[src/rtl/apb_pkg.sv]
`default_nettype none
// ============================================================================
// Module      : apb_pkg
// Description : Shared types, constants and helpers for APB completer models.
// Revision    : 1.0  initial release
// ============================================================================
package apb_pkg;

  typedef enum logic {
    IDLE   = 1'b0,
    ACCESS = 1'b1
  } apb_slv_state_t;

  localparam int APB_ADDR_W = 32;

  // Increment a counter of 'width' bits, holding it at all-ones once reached.
  function automatic logic [31:0] sat_inc(input logic [31:0] cnt, input int unsigned width);
    logic [31:0] top;
    top = (width >= 32) ? 32'hFFFF_FFFF : ((32'd1 << width) - 32'd1);
    return (cnt == top) ? cnt : (cnt + 32'd1);
  endfunction

endpackage
`default_nettype wire

[src/rtl/apb_slave_wait_ctr.sv]
`default_nettype none
// ============================================================================
// Module      : apb_slave_wait_ctr
// Description : Loadable down-counter that stops at zero; used to insert
//               wait states in APB completers.
// Revision    : 1.0  initial release
// ============================================================================
module apb_slave_wait_ctr #(
  parameter int WIDTH = 4
) (
  input  logic             pclk,
  input  logic             resetn,
  input  logic             load,
  input  logic [WIDTH-1:0] load_val,
  input  logic             en,
  output logic             zero
);

  logic [WIDTH-1:0] count;

  // Load has priority; otherwise count down while enabled and not yet at zero.
  always_ff @(posedge pclk or negedge resetn) begin
    if (!resetn) begin
      count <= '0;
    end else if (load) begin
      count <= load_val;
    end else if (en && (count != '0)) begin
      count <= count - WIDTH'(1);
    end
  end

  assign zero = (count == '0);

endmodule
`default_nettype wire

[src/rtl/apb_slave_mem.sv]
`default_nettype none
// ============================================================================
// Module      : apb_slave_mem
// Description : Word-addressed APB3 completer memory with programmable wait
//               states, out-of-range error response, sticky protocol-violation
//               flag and saturating read/write transfer counters.
// Revision    : 1.0  initial release
// ============================================================================
module apb_slave_mem
  import apb_pkg::*;
#(
  parameter int DATA_WIDTH = 32,
  parameter int DEPTH      = 64,
  parameter int WAIT_W     = 4,
  parameter int CNT_W      = 16
) (
  input  logic                  pclk,
  input  logic                  resetn,
  input  logic                  psel,
  input  logic                  penable,
  input  logic                  pwrite,
  input  logic [APB_ADDR_W-1:0] paddr,
  input  logic [DATA_WIDTH-1:0] pwdata,
  output logic [DATA_WIDTH-1:0] prdata,
  output logic                  pready,
  output logic                  pslverr,
  input  logic [WAIT_W-1:0]     wait_cycles,
  output logic                  proto_err,
  output logic [CNT_W-1:0]      wr_count,
  output logic [CNT_W-1:0]      rd_count
);

  localparam int AW = (DEPTH > 1) ? $clog2(DEPTH) : 1;

  apb_slv_state_t        state, next_state;
  logic [APB_ADDR_W-1:0] paddr_q;
  logic                  write_q;
  logic [DATA_WIDTH-1:0] wdata_q;
  logic                  err_q;
  logic [DATA_WIDTH-1:0] rdata_q;
  logic [DATA_WIDTH-1:0] mem [DEPTH];

  logic setup, complete, abort, proto_viol, wait_zero, wait_en, in_range;

  assign in_range = (paddr < APB_ADDR_W'(DEPTH));
  assign wait_en  = (state == ACCESS) && psel && penable;

  apb_slave_wait_ctr #(.WIDTH(WAIT_W)) u_wait_ctr (
    .pclk     (pclk),
    .resetn   (resetn),
    .load     (setup),
    .load_val (wait_cycles),
    .en       (wait_en),
    .zero     (wait_zero)
  );

  // State register.
  always_ff @(posedge pclk or negedge resetn) begin
    if (!resetn) state <= IDLE;
    else         state <= next_state;
  end

  // Next state, bus response and transfer events; outputs decode registered state only.
  always_comb begin
    next_state = state;
    pready     = 1'b0;
    pslverr    = 1'b0;
    prdata     = '0;
    setup      = 1'b0;
    complete   = 1'b0;
    abort      = 1'b0;
    proto_viol = 1'b0;
    case (state)
      IDLE: begin
        if (psel && !penable) begin
          setup      = 1'b1;
          next_state = ACCESS;
        end else if (psel && penable) begin
          proto_viol = 1'b1;
        end
      end
      ACCESS: begin
        pready  = wait_zero;
        pslverr = wait_zero && err_q;
        prdata  = wait_zero ? rdata_q : '0;
        if (!psel) begin
          abort      = 1'b1;
          proto_viol = 1'b1;
          next_state = IDLE;
        end else begin
          if (!penable) proto_viol = 1'b1;
          if ((paddr != paddr_q) || (pwrite != write_q) || (pwdata != wdata_q)) proto_viol = 1'b1;
          if (penable && wait_zero) begin
            complete   = 1'b1;
            next_state = IDLE;
          end
        end
      end
      default: next_state = IDLE;
    endcase
  end

  // Latch the request in the setup cycle; count completed transfers; track violations.
  always_ff @(posedge pclk or negedge resetn) begin
    if (!resetn) begin
      paddr_q   <= '0;
      write_q   <= 1'b0;
      wdata_q   <= '0;
      err_q     <= 1'b0;
      rdata_q   <= '0;
      proto_err <= 1'b0;
      wr_count  <= '0;
      rd_count  <= '0;
    end else begin
      if (setup) begin
        paddr_q <= paddr;
        write_q <= pwrite;
        wdata_q <= pwdata;
        err_q   <= !in_range;
        rdata_q <= (!pwrite && in_range) ? mem[paddr[AW-1:0]] : '0;
      end else if (complete || abort) begin
        rdata_q <= '0;
      end
      if (complete) begin
        if (write_q) wr_count <= CNT_W'(sat_inc(32'(wr_count), CNT_W));
        else         rd_count <= CNT_W'(sat_inc(32'(rd_count), CNT_W));
      end
      if (proto_viol) proto_err <= 1'b1;
    end
  end

  // Memory array; only an in-range write that completes is committed.
  always_ff @(posedge pclk or negedge resetn) begin
    if (!resetn) begin
      for (int i = 0; i < DEPTH; i++) mem[i] <= '0;
    end else if (complete && write_q && !err_q) begin
      mem[paddr_q[AW-1:0]] <= wdata_q;
    end
  end

endmodule
`default_nettype wire
[config.mk]
export PLATFORM = sky130hd
export DESIGN_NAME = apb_slave_mem
export DESIGN_NICKNAME = d
export VERILOG_FILES = /design/src/rtl/apb_pkg.sv /design/src/rtl/apb_slave_wait_ctr.sv /design/src/rtl/apb_slave_mem.sv
export SDC_FILE = /design/constraint.sdc
export NUM_CORES = 2
export LEC_CHECK = 0
export BUFFER_PORTS_ARGS = -buffer_cell sky130_fd_sc_hd__buf_4
export CAP_MARGIN = 20
export CELL_PAD_IN_SITES_DETAIL_PLACEMENT = 1
export CELL_PAD_IN_SITES_GLOBAL_PLACEMENT = 1
export CORE_MARGIN = 3
export CORE_UTILIZATION = 54
export DETAILED_ROUTE_END_ITERATION = 6
export GPL_ROUTABILITY_DRIVEN = 0
export MAX_ROUTING_LAYER = met4
export PLACE_DENSITY = 0.83
export SLEW_MARGIN = 20
export SYNTH_ARGS = -nofsm -noshare
export SYNTH_HDL_FRONTEND = slang
export SYNTH_HIERARCHICAL = 1
export SYNTH_SLANG_ARGS = --single-unit
[constraint.sdc]
create_clock -name pclk -period 3.2 [get_ports pclk]
set_input_delay 0.48 -clock pclk [delete_from_list [all_inputs] [get_ports pclk]]
set_output_delay 0.48 -clock pclk [all_outputs]
set_load 0.03 [all_outputs]
# == Word-level counts from Yosys, hierarchy flattened ==
# Index checks and enable logic that the tools add are counted.
# op_classes
bitwise,6
n_shift,0
n_reduce_logical,24
eq_ne,5
mux,31
n_addsub,3
magnitude_cmp,4
n_div,0
multipliers,0
# op_table
cell,count
$bwmux W2048,1
$mux W32,8
$bmux W32 S6,1
$demux W32 S6,1
$ne A32 B32 Y1,2
$add A16 B1 Y16 const B,2
$eq A16 B16 Y1 const B,2
$lt A32 B7 Y1 const B,1
$mux W1,16
$ge A7 B7 Y1 const B,2
$not A6 Y7,2
$logic_and A1 B1 Y1,11
$mux W4,2
$lt A7 B1 Y1 const B,1
$reduce_and A3 Y1,2
$logic_not A1 Y1,4
$logic_not A4 Y1,1
$not A1 Y1,4
$pmux W1 S2,2
$reduce_bool A2 Y1,2
$reduce_bool A4 Y1,1
$sub A4 B1 Y4 const B,1
$logic_or A1 B1 Y1,3
$ne A1 B1 Y1,1
# word_totals
input_bits,73
romBits,0
ram_bits,0
out_inout_bits,67
word_cells,147
reg_bits,2184
latchBits,0
mem_count,0

# == Longest topological paths before layout ==
# depth
depth_word,8
depth_mapped,13
depth_no_buf,10

# == Modules after synthesis ==
# The synthesis kept the hierarchy.
# by_module_without_submodules
mod,area_per_inst_um2,n_inst,seq_area_each_um2,cells_each
apb_slave_mem,98897.4,1,54552.3,6237
apb_slave_wait_ctr,252.7,1,100.1,27

# == Worst setup path after synthesis ==
# OpenSTA, ideal clock, no wires.
# synth_timing
kind,reg-to-reg
start,register u_wait_ctr.count[0]
end,register mem[1505] in the netlist's numbering
required_time_ns,3.075
t_arrival_ns,2.714
path_buffers,1
setup_time_ns,0.125
setup_slack_ns,0.362
period_less_slack_ns,2.838
stages_incl_launch_ff,11
cell_sequence,dfrtp_1 > inv_1 > ha_1 > or3b_4 > inv_1 > nand3_1 > or3_1 > nor3b_2 > nand2_1 > buf_1 > mux2_2
# synth_between
elab_chain_cells,7
# synth_rtl
item,line_no,rtl
from (decl),apb_slave_wait_ctr.sv:19,logic [WIDTH-1:0] count;
from (signal assigned),apb_slave_wait_ctr.sv:26,count <= load_val;
from (signal assigned),apb_slave_wait_ctr.sv:28,count <= count - WIDTH'(1);
$logic_not A4 Y1,apb_slave_wait_ctr.sv:32,assign zero = (count == '0);
named net wait_zero,apb_slave_mem.sv:43,"logic setup, complete, abort, proto_viol, wait_zero, wait_en, in_range;"
$logic_and A1 B1 Y1,apb_slave_mem.sv:93,if (penable && wait_zero) begin
$mux W1,apb_slave_mem.sv:93,
$mux W1,apb_slave_mem.sv:86,if (!psel) begin
$mux W1,apb_slave_mem.sv:73,case (state)
$logic_and A1 B1 Y1 (2 in series),apb_slave_mem.sv:136,end else if (complete && write_q && !err_q) begin
"to (signal, indexed assignment)",apb_slave_mem.sv:137,mem[paddr_q[AW-1:0]] <= wdata_q;
to (decl),apb_slave_mem.sv:41,logic [DATA_WIDTH-1:0] mem [DEPTH];
# The timed path passes the listed nets, and every way through them passes these cells.
# A chain may end at the register's enable or synchronous reset.

# == Final worst setup path ==
# layout_timing
start,input paddr[29]
end,register rdata_q[6]
# layout_between
elab_chain_cells,4
# layout_rtl
item,line_no,rtl
from (decl),apb_slave_mem.sv:22,"input logic [APB_ADDR_W-1:0] paddr,"
$lt A32 B7 Y1,apb_slave_mem.sv:45,assign in_range = (paddr < APB_ADDR_W'(DEPTH));
$logic_and A1 B1 Y1,apb_slave_mem.sv:120,rdata_q <= (!pwrite && in_range) ? mem[paddr[AW-1:0]] : '0;
$mux W32,apb_slave_mem.sv:120,
$mux W32,apb_slave_mem.sv:115,if (setup) begin
to (signal assigned),apb_slave_mem.sv:120,
to (decl),apb_slave_mem.sv:40,logic [DATA_WIDTH-1:0] rdata_q;
# Every way passes these cells.

==> reports/metrics.cfg <==
[worst_setup_path]
cpMaxStageDelayCell=nor4_1
startpoint_type=input port
critical_path_class=in2reg
critical_path_required_ns=3.97
endpoint_kind=register
slowest_delay_ns=0.94
crit_chain=dlygate4sd3_1 -> buf_4 -> nor4_1 -> nand4_1 -> or3_1 -> nor2_2 -> nand2_1 -> o21ai_0
crit_fanout=6
crit_family=simple AND/OR/NAND/NOR gates
critPathBufInv=2
arrival_ns=5.04

[logic_synthesis]
ys_seq_elements=2184
synth_area_sq_mm=0.0992
synth_edf_count=0
synthesis.nets=6340
synthFlopType=dfrtp_1
yosys_warnings=6
synth_cells=6264
ys_seq_area_frac=0.551
synthArstFlopShare=1.00
yosysUniqueCellTypes=65
synth_area_per_cell_sq_um=15.8

[global_route]
grt_max_degree=142
grt.met1_usage=0.475
grt_usage=0.406
busiest_layer=met2
grtUsageMet2=0.626
antenna_found_initial=50
grt.met3_usage=0.104
grt_pass1_vias=72200
overflow=0
grt_pass1_wl_um=535000

[sta]
tightest_slew_ns=1.90
rsz0062_at_grt=true
fin_ws_ns=-1.07
setup_violations=2094
timing.fmax_mhz=234
finalSetupTns_ns=-564.75
hold_viol=0
clock_skew_ns=0.0703
finalMaxSlewViolations=12
whs_ns=0.130
max_slew_margin=-0.273
finalCritPeriodShare=1.33
post-route-min-period_ns=4.27

[clock_tree]
htree_levels=4
cts.reportedPaths.clkPinSlew_ns=0.08
cts-buffers-inserted=220
clk_path_buf_depth=3
worstSkewPairLatency_ns=0.97
cts_tree=yes
cts_root_buf=clkbuf_16
cts_sinks=2184

[route]
drc_errors=0
first_pass_iters=7
dr.first_iter.drc_count=11900
num_vias=73700
wl_per_cell_um=51.1
viasPerCell=7.82
finalWirelength_um=481000
final_antenna_net_count=0

[finish]
nets=6712
layout_common_cells=dfrtp_1 (2152), mux2_2 (1835), mux4_2 (553)
syn2layout_area_growth_pct=20.3
layout.cells.most_common=dfrtp_1
final_layout_size_suffix_gt1_frac=0.572
fillCellCount=15200

[status]
status=finished, violations left
violations=capacitance limit, slew limit, setup timing

[floorplan]
die_h_um=435
rows=156
core_sq_mm=0.182
die_x_um=435
start_util=0.546
ios=140
fp.dieArea_sq_mm=0.189

[power_and_ir_drop]
peakVddDrop_mv=0.543
p_leak_nw=57.2
cellPowerDensity_mw_per_mm2=532
power_mw=63.5

[place]
dp_slack_ns=-0.490
dp_hpwl_um=199000
port_buffers=139

[run]
drv_cap=4

[min_path]
min-delay-path-class=in2async

flip-flops by register name, summed over array words and instances, names as in the netlist:
register          cells
paddr_q              32
mem                2048
rdata_q              32
err_q                 1
rd_count             16
state                 1
wr_count             16
write_q               1
wdata_q              32
proto_err             1
u_wait_ctr/count      4
worst register-to-register path, stage by stage, from the launching register on:
cell,delay [ns]
dfrtp_1,0.43
inv_2,0.16
ha_4,0.19
or3b_4,0.45
inv_12,0.09
buf_12,0.17
buf_12,0.17
clkbuf_16,0.16
a21bo_2,0.20
a21oi_4,0.21
buf_12,0.32
a221oi_2,0.65
o21ai_0,0.53
through the flow:
| stage | util | cells | area (sq um) |
|---|---|---|---|
| after floorplan | - | 6264 | 99200 |
| after global placement | 0.586 | 8675 | 107000 |
| after detailed placement | 0.586 | 8675 | 107000 |
| after CTS | 0.636 | 9172 | 116000 |
| after global routing | 0.656 | 9410 | 119000 |
| final | 0.656 | 9415 | 119000 |
area by class of cell:
class / instances / area, sq um / area share
clock buffer: 329 / 6520 / 0.0546
timing repair buffer: 763 / 10000 / 0.0838
antenna: 147 / 368 / 0.00308
sequential: 2184 / 54700 / 0.459
clock inverter: 76 / 998 / 0.00837
multi-input combinational: 3459 / 43600 / 0.365
tap: 2449 / 3060 / 0.0257
inverter: 8 / 42.5 / 0.000357
repair_timing:
action | CTS | global route
gates resized for setup | 130 | 366
setup buffers | 17 | 43
hold endpoints to repair | 224 | 0
cloned | 10 | 55
pin swaps | 7 | 19
hold buffers | 66 | 0
setup endpoints to repair | 2035 | 1625
kinds of logic after synthesis:
group,after synthesis,share of synthesized area
DFF,2184,0.551
muxes,2819,0.381
AOI/OAI and AO/OA,203,0.0140
adders and majority gates,3,0.000379
buffers and inverters,621,0.0265
xor gates and xnor gates,95,0.00839
and+or+nand+nor,339,0.0183
report_power, final:
group | internal [mW] | switching [mW] | total (mW)
Clock | 15.4 | 13.6 | 29.1
Sequential | 27.8 | 0.354 | 28.2
Combinational | 1.46 | 4.76 | 6.22
Total | 44.7 | 18.7 | 63.5
per-layer routing:
metal  vias to the layer above  part of all wire
met4                         0              0.12
li1                      24200                 -
met5                         -                 0
met1                     37500              0.31
met3                      3998              0.15
met2                      7973              0.42
worst paths after layout:
check                                                startpoint                      to  slack (ns)  depth (start not counted)
worst max-delay path                                  paddr[29]  rdata_q[6]$_DFFE_PN0P_       -1.07                          8
worst min-delay path                                     resetn   mem[1902]$_DFFE_PN0P_        0.13                          2
worst max register to register  u_wait_ctr/count[0]$_DFFE_PN0P_  rdata_q[6]$_DFFE_PN0P_       -0.79                         12
worst min register to register             mem[222]$_DFFE_PN0P_    mem[222]$_DFFE_PN0P_        0.50                          1
max in group asynchronous                                resetn  wdata_q[3]$_DFFE_PN0P_        1.67                          3
min in group pclk                                          psel   proto_err$_DFFE_PN0P_        0.16                          4
cells in the mapped netlist, drive strengths merged (9+ instances only):
master	instances	share of area
mux2	2134	0.24
nor3	21	0.0011
a21oi	41	0.0021
xnor2	51	0.0045
a211oi	9	0.00068
a22o	13	0.0011
clkbuf	315	0.012
dfrtp	2184	0.55
mux2i	132	0.013
nor3b	12	0.0011
nand2b	9	0.00057
nand4	25	0.0016
mux4	553	0.13
nand2	83	0.0031
nor4	20	0.0013
and3	45	0.0029
o22ai	31	0.0020
buf	298	0.014
a22oi	37	0.0028
nor2b	23	0.0015
o21ai	19	0.00096
nand3	24	0.0012
xor2	44	0.0039
a31oi	10	0.00063
nor2	49	0.0019
No activity file was read; power rests on OpenSTA's default activity.
